==> src/rtl/mer_pkg.sv <==
// Shared packet layout, mode and source encodings for the TC0 merge arbiter.
package mer_pkg;

    localparam int LR_W     = 1;
    localparam int NODE_W   = 16;
    localparam int GEN_W    = 12;
    localparam int OPR_W    = 32;
    localparam int UNI_W    = 1;
    localparam int MEMWEN_W = 2;
    localparam int PKT_W    = LR_W + NODE_W + GEN_W + OPR_W + UNI_W + MEMWEN_W;

    // Packet is {lr, node, gen, opr, uni_opr, mem_wen} with mem_wen in the LSBs.
    localparam int MEMWEN_LSB = 0;
    localparam int UNI_LSB    = MEMWEN_LSB + MEMWEN_W;
    localparam int OPR_LSB    = UNI_LSB + UNI_W;
    localparam int GEN_LSB    = OPR_LSB + OPR_W;
    localparam int NODE_LSB   = GEN_LSB + GEN_W;
    localparam int LR_LSB     = NODE_LSB + NODE_W;

    localparam int MODE_RR     = 0;
    localparam int MODE_PRIO_A = 1;

    localparam logic SRC_A = 1'b0;
    localparam logic SRC_B = 1'b1;

    function automatic logic [PKT_W-1:0] clear_mem_wen(input logic [PKT_W-1:0] pkt);
        logic [PKT_W-1:0] res;
        res = pkt;
        res[MEMWEN_LSB +: MEMWEN_W] = '0;
        return res;
    endfunction

endpackage

==> src/rtl/mer_in_buf.sv <==
// One-entry input buffer; accepts a new packet in the same cycle the old one pops.
module mer_in_buf
    import mer_pkg::*;
(
    input  logic             clka,
    input  logic             rst,
    input  logic             valid_i,
    input  logic             pop_i,
    input  logic [PKT_W-1:0] data_i,
    output logic             ready_o,
    output logic             full_o,
    output logic [PKT_W-1:0] data_o
);

    logic             full_q;
    logic [PKT_W-1:0] data_q;
    logic             push;

    assign ready_o = ~full_q | pop_i;
    assign push    = valid_i & ready_o;
    assign full_o  = full_q;
    assign data_o  = data_q;

    always_ff @(posedge clka) begin
        if (rst) begin
            full_q <= 1'b0;
            data_q <= '0;
        end else if (push) begin
            full_q <= 1'b1;
            data_q <= data_i;
        end else if (pop_i) begin
            full_q <= 1'b0;
        end
    end

endmodule

==> src/rtl/mer_arb.sv <==
// Two-input packet arbiter (A = Sw path, B = ICN path) feeding TC0 through a
// registered output, with round-robin or A-priority plus a burst limit.
module mer_arb
    import mer_pkg::*;
#(
    parameter int MODE      = 0,
    parameter int MAX_BURST = 4,
    parameter int CNT_W     = 16
) (
    input  logic             clka,
    input  logic             rst,
    input  logic             a_valid,
    input  logic [PKT_W-1:0] a_pkt,
    output logic             a_ready,
    input  logic             b_valid,
    input  logic [PKT_W-1:0] b_pkt,
    output logic             b_ready,
    output logic             out_valid,
    output logic [PKT_W-1:0] out_pkt,
    output logic             out_src,
    input  logic             out_ready,
    input  logic             cnt_clr,
    output logic [CNT_W-1:0] grant_cnt_a,
    output logic [CNT_W-1:0] grant_cnt_b
);

    localparam logic [3:0] BURST_MAX = 4'(MAX_BURST);

    logic [1:0]       side_valid, side_pop, side_ready, side_full;
    logic [PKT_W-1:0] side_pkt_in [2];
    logic [PKT_W-1:0] side_data   [2];

    logic             out_valid_q;
    logic [PKT_W-1:0] out_pkt_q;
    logic             out_src_q;
    logic             last_src_q;
    logic [3:0]       burst_q, burst_d;
    logic [CNT_W-1:0] cnt_a_q, cnt_b_q;

    logic             load;
    logic             grant_src;
    logic [PKT_W-1:0] granted_pkt;

    assign side_valid     = {b_valid, a_valid};
    assign side_pkt_in[0] = a_pkt;
    assign side_pkt_in[1] = b_pkt;

    genvar gi;
    generate
        for (gi = 0; gi < 2; gi++) begin : g_buf
            mer_in_buf u_buf (
                .clka    (clka),
                .rst     (rst),
                .valid_i (side_valid[gi]),
                .pop_i   (side_pop[gi]),
                .data_i  (side_pkt_in[gi]),
                .ready_o (side_ready[gi]),
                .full_o  (side_full[gi]),
                .data_o  (side_data[gi])
            );
        end
    endgenerate

    assign a_ready = side_ready[0];
    assign b_ready = side_ready[1];

    always_comb begin
        load      = (~out_valid_q | out_ready) & (|side_full);
        grant_src = SRC_A;
        if (side_full == 2'b01) begin
            grant_src = SRC_A;
        end else if (side_full == 2'b10) begin
            grant_src = SRC_B;
        end else if (burst_q == BURST_MAX) begin
            // Burst limit overrides the mode so the waiting side is not starved.
            grant_src = ~last_src_q;
        end else if (MODE == MODE_RR) begin
            grant_src = ~last_src_q;
        end else begin
            grant_src = SRC_A;
        end

        side_pop = 2'b00;
        if (load) begin
            side_pop[grant_src] = 1'b1;
        end

        if (grant_src != last_src_q) begin
            burst_d = 4'd1;
        end else if (burst_q == BURST_MAX) begin
            burst_d = burst_q;
        end else begin
            burst_d = burst_q + 4'd1;
        end

        granted_pkt = (grant_src == SRC_A) ? clear_mem_wen(side_data[0]) : side_data[1];
    end

    always_ff @(posedge clka) begin
        if (rst) begin
            out_valid_q <= 1'b0;
            out_pkt_q   <= '0;
            out_src_q   <= SRC_A;
            last_src_q  <= SRC_B;
            burst_q     <= 4'd0;
            cnt_a_q     <= '0;
            cnt_b_q     <= '0;
        end else begin
            if (load) begin
                out_valid_q <= 1'b1;
                out_pkt_q   <= granted_pkt;
                out_src_q   <= grant_src;
                last_src_q  <= grant_src;
                burst_q     <= burst_d;
            end else if (out_ready) begin
                out_valid_q <= 1'b0;
            end

            if (cnt_clr) begin
                cnt_a_q <= '0;
                cnt_b_q <= '0;
            end else if (load) begin
                if (grant_src == SRC_A) begin
                    cnt_a_q <= cnt_a_q + CNT_W'(1);
                end else begin
                    cnt_b_q <= cnt_b_q + CNT_W'(1);
                end
            end
        end
    end

    assign out_valid   = out_valid_q;
    assign out_pkt     = out_pkt_q;
    assign out_src     = out_src_q;
    assign grant_cnt_a = cnt_a_q;
    assign grant_cnt_b = cnt_b_q;

endmodule

==> config.mk <==
export PLATFORM = sky130hd
export DESIGN_NAME = mer_arb
export DESIGN_NICKNAME = d
export VERILOG_FILES = /design/src/rtl/mer_pkg.sv /design/src/rtl/mer_in_buf.sv /design/src/rtl/mer_arb.sv
export SDC_FILE = /design/constraint.sdc
export NUM_CORES = 1
export LEC_CHECK = 0
export ABC_AREA = 1
export BUFFER_PORTS_ARGS = -buffer_cell sky130_fd_sc_hd__buf_2
export CORE_UTILIZATION = 47
export DETAILED_ROUTE_END_ITERATION = 10
export PLACE_DENSITY_LB_ADDON = 0.12
export SYNTH_ARGS = -nofsm -noshare
export SYNTH_HDL_FRONTEND = slang
export SYNTH_SLANG_ARGS = --single-unit
==> constraint.sdc <==
create_clock -name clka -period 1.4 [get_ports clka]
set_input_delay 0.14 -clock clka [delete_from_list [all_inputs] [get_ports clka]]
set_output_delay 0.14 -clock clka [all_outputs]
set_load 0.05 [all_outputs]
==> metrics.md <==
| Metric | Value |
|---|---|
| Synth cell types | 26 |
| Clock skew | 0.0142 ns |
| CP Data Arrival Time | 1.34 ns |
| Final routed wirelength across all metal layers | 31.1 mm |
| Total global routing overflow | 0 |
| Synth Instances | 1220 |
| Routed vias/inst | 5.19 |
| Leading post-synthesis cells by cell area | sky130_fd_sc_hd__dfxtp_1 51%, sky130_fd_sc_hd__nor2_1 13%, sky130_fd_sc_hd__nand2_1 12% |
| Number of filler instances in the final layout | 1409 |
| Count of final setup violators | 40 |
| CP Launch Type | flop |
| Post-DP HPWL | 15.3 mm |
| Sinks on Clock Net | 227 |
| Area growth from synthesis to layout | 52.8% |
| Synthesized netlist net count | 1356 |
| Slew @ Worst Pin | 0.382 ns |
| Worst Path Class, Setup | reg2out |
| Maximum Capacitance Violations | 0 |
| Cell taking the most area after synthesis | sky130_fd_sc_hd__dfxtp_1 |
| Final Max Tran Viols | 0 |
| Largest driver fanout on the critical path | 5 |
| Smallest setup slack after layout | -0.0763 ns |
| Routability Congestion | 0.830 |
| Multi-input logic area | 4050 um^2 |
| Count of routing violations after the opening detailed-route iteration | 617 |
| DIE WIDTH | 140 um |
| Maximum number of pins on one net before global-route repair | 78 |
| Worst slew margin | 0.746 |
| Area share of the largest cell type after synthesis | 0.510 |
| Min Clock Period, post-route | 1.48 ns |
| Htree depth | 1 |
| Crit path capture type | output pin |
| F_max | 677 MHz |
| Cell area after synthesis | 8900 um^2 |
| Count of unresolved DRC violations after routing | 0 |
| Sequential share of the synthesized area | 0.510 |
| Setup_tns | -0.929 ns |
| First-pass GRT wire length | 43.3 mm |
| Commonest cells after routing, fill and taps aside | 278 x sky130_fd_sc_hd__nand2_1, 277 x sky130_fd_sc_hd__nor2_1, 225 x sky130_fd_sc_hd__buf_2 |
| Cell count after placement | 1652 |
| Final net count | 1743 |
| IR drop worst, VDD | 0.00104 V |
| Number of buffers created by CTS | 23 |
| Core Region | 18300 um^2 |
| Status | finished, violations left |
| Layout Cells excl Fill | 1851 |
| Number of global-route vias before repair | 8841 |
| Finished Cell Area | 13600 um^2 |
| Sequential cell area | 4590 um^2 |
| Clock latency on the worst-skew pair | 0.51 ns |
| RSZ-0062 raised after global routing | true |
| Clock transition at path regs | 0.06 ns |
| Total Die Area | 19500 um^2 |
| Ys async rst share | 0 |
| DRT antenna net count | 0 |
| Io pins | 234 |
| Violations in the final reports | setup timing |
| Wire length per cell | 16.8 um |
| Mean cell area of the mapped netlist | 7.30 um^2 |
| Required arrival time at the worst endpoint | 1.26 ns |
| WHS | 0.0246 ns |
| Root buf cell | sky130_fd_sc_hd__clkbuf_16 |
| Leakage power total | 6.08 nW |
| Initial cell density of the core | 0.487 |
| Height of the die | 140 um |
| Final clock period utilization by the worst path | 1.05 |
| TritonCTS clock tree | built |
| Total power divided by cell area | 1260 nW/um^2 |
| Most used flip-flop cell after synthesis | sky130_fd_sc_hd__dfxtp_1 |
| Count of buffers inserted at the top-level ports | 231 |
| Iteration count of the initial detailed-routing pass | 8 |
| Total of warnings raised by yosys | 0 |
| Number of enable-type register cells in the synthesized netlist | 0 |
| Std-Cell Rows | 49 |
| Final Hold Vio Count | 0 |
| Worst hold-check path type | in2reg |
| Number of vias in the routed layout | 9615 |
| Layout cells sized above 1 | 0.279 |
| #FFs+latches synth | 227 |
| Overall global routing resource usage | 0.273 |
| Most common library cell in the layout ignoring fill and taps | sky130_fd_sc_hd__nand2_1 |
| Placed instance area | 10500 um^2 |
| Initial antenna violation count | 1 |
| Worst slack at placement | -0.0387 ns |
| Clock tree buffer depth | 3 |
## worst max-delay path, cell delays in order (launching register included)
cell and delay [ns]:
sky130_fd_sc_hd__dfxtp_4 0.39, sky130_fd_sc_hd__buf_6 0.11, sky130_fd_sc_hd__nand3_4 0.10, sky130_fd_sc_hd__nand2_8 0.09, sky130_fd_sc_hd__buf_12 0.13
## routing by layer
metal,GRT usage,wire length (um),vias to the layer above
li1,-,-,4675
met1,0.331,12500,4449
met2,0.477,14900,398
met3,0.0544,2410,93
met4,0.101,1270,0
met5,0,0,-
## kinds of logic after synthesis
family | Yosys count | share of synthesized area
AO/OA/AOI/OAI | 196 | 0.117
adder cells (fa/ha/maj) | 2 | 0.00281
buffers and inverters | 135 | 0.0725
AND/OR/NAND/NOR | 657 | 0.295
flip-flops | 227 | 0.510
XOR/XNOR | 3 | 0.00295
## power breakdown
part / internal [mW] / switching, mW
clock: 3.79 / 2.54
sequential: 6.93 / 0.266
combinational: 1.48 / 2.07
total: 12.2 / 4.88
## repair_timing
item,4_1_cts,5_1_grt
resized for setup,30,156
setup buffers,5,3
cloned,1,24
pin swaps,4,7
endpoints found under the setup margin,45,129
endpoints found under the hold margin,126,0
hold buffers,126,0
## worst paths after layout
path                          from                        end  cells after the start  slack [ns]
min reg2reg                out_src                    out_src                      2        0.46
max reg2reg  g_buf[1].u_buf.full_o  g_buf[1].u_buf.data_o[53]                      9       -0.05
max          g_buf[1].u_buf.full_o                    b_ready                      4       -0.08
min                      out_ready                  out_valid                      4        0.02
## per-stage QoR
stage,total power [mW],util
floorplan,8.94,-
global placement,9.74,0.576
detailed placement,9.78,0.576
CTS,16.4,0.697
global route,17.7,0.744
finish,17.1,0.744
## final cells by class
class                           count  share of cell area
Tap cell                          229              0.0211
Inverter                           65              0.0195
Sequential cell                   227               0.338
Antenna cell                        1            0.000184
Clock inverter                      5             0.00580
Multi-Input combinational cell    859               0.298
Timing Repair Buffer              430               0.266
Timing Repair inverter              1            0.000828
Clock buffer                       34              0.0512
## flip-flops by register name, summed over array words and instances (netlist names)
| signal | cells |
|---|---|
| g_buf.u_buf.data_o | 126 |
| last_src_q | 1 |
| g_buf.u_buf.full_o | 2 |
| out_pkt | 64 |
| out_src | 1 |
| grant_cnt_a | 16 |
| grant_cnt_b | 16 |
| out_valid | 1 |
## cells in the mapped netlist (3+ instances only)
cell type,instances
sky130_fd_sc_hd__nor2_1,311
sky130_fd_sc_hd__nand2_1,281
sky130_fd_sc_hd__dfxtp_1,227
sky130_fd_sc_hd__o21ai_0,111
sky130_fd_sc_hd__inv_1,63
sky130_fd_sc_hd__a31oi_1,43
sky130_fd_sc_hd__nand3_1,35
sky130_fd_sc_hd__clkbuf_1,29
sky130_fd_sc_hd__o21ai_1,24
sky130_fd_sc_hd__buf_2,22
sky130_fd_sc_hd__a21oi_1,17
sky130_fd_sc_hd__buf_6,12
sky130_fd_sc_hd__nand4_1,12
sky130_fd_sc_hd__nor3_1,6
sky130_fd_sc_hd__buf_4,4
sky130_fd_sc_hd__nand2_4,4
sky130_fd_sc_hd__nor3b_1,3
sky130_fd_sc_hd__xnor2_1,3
Note: power is estimated with default switching activity, not from simulation.
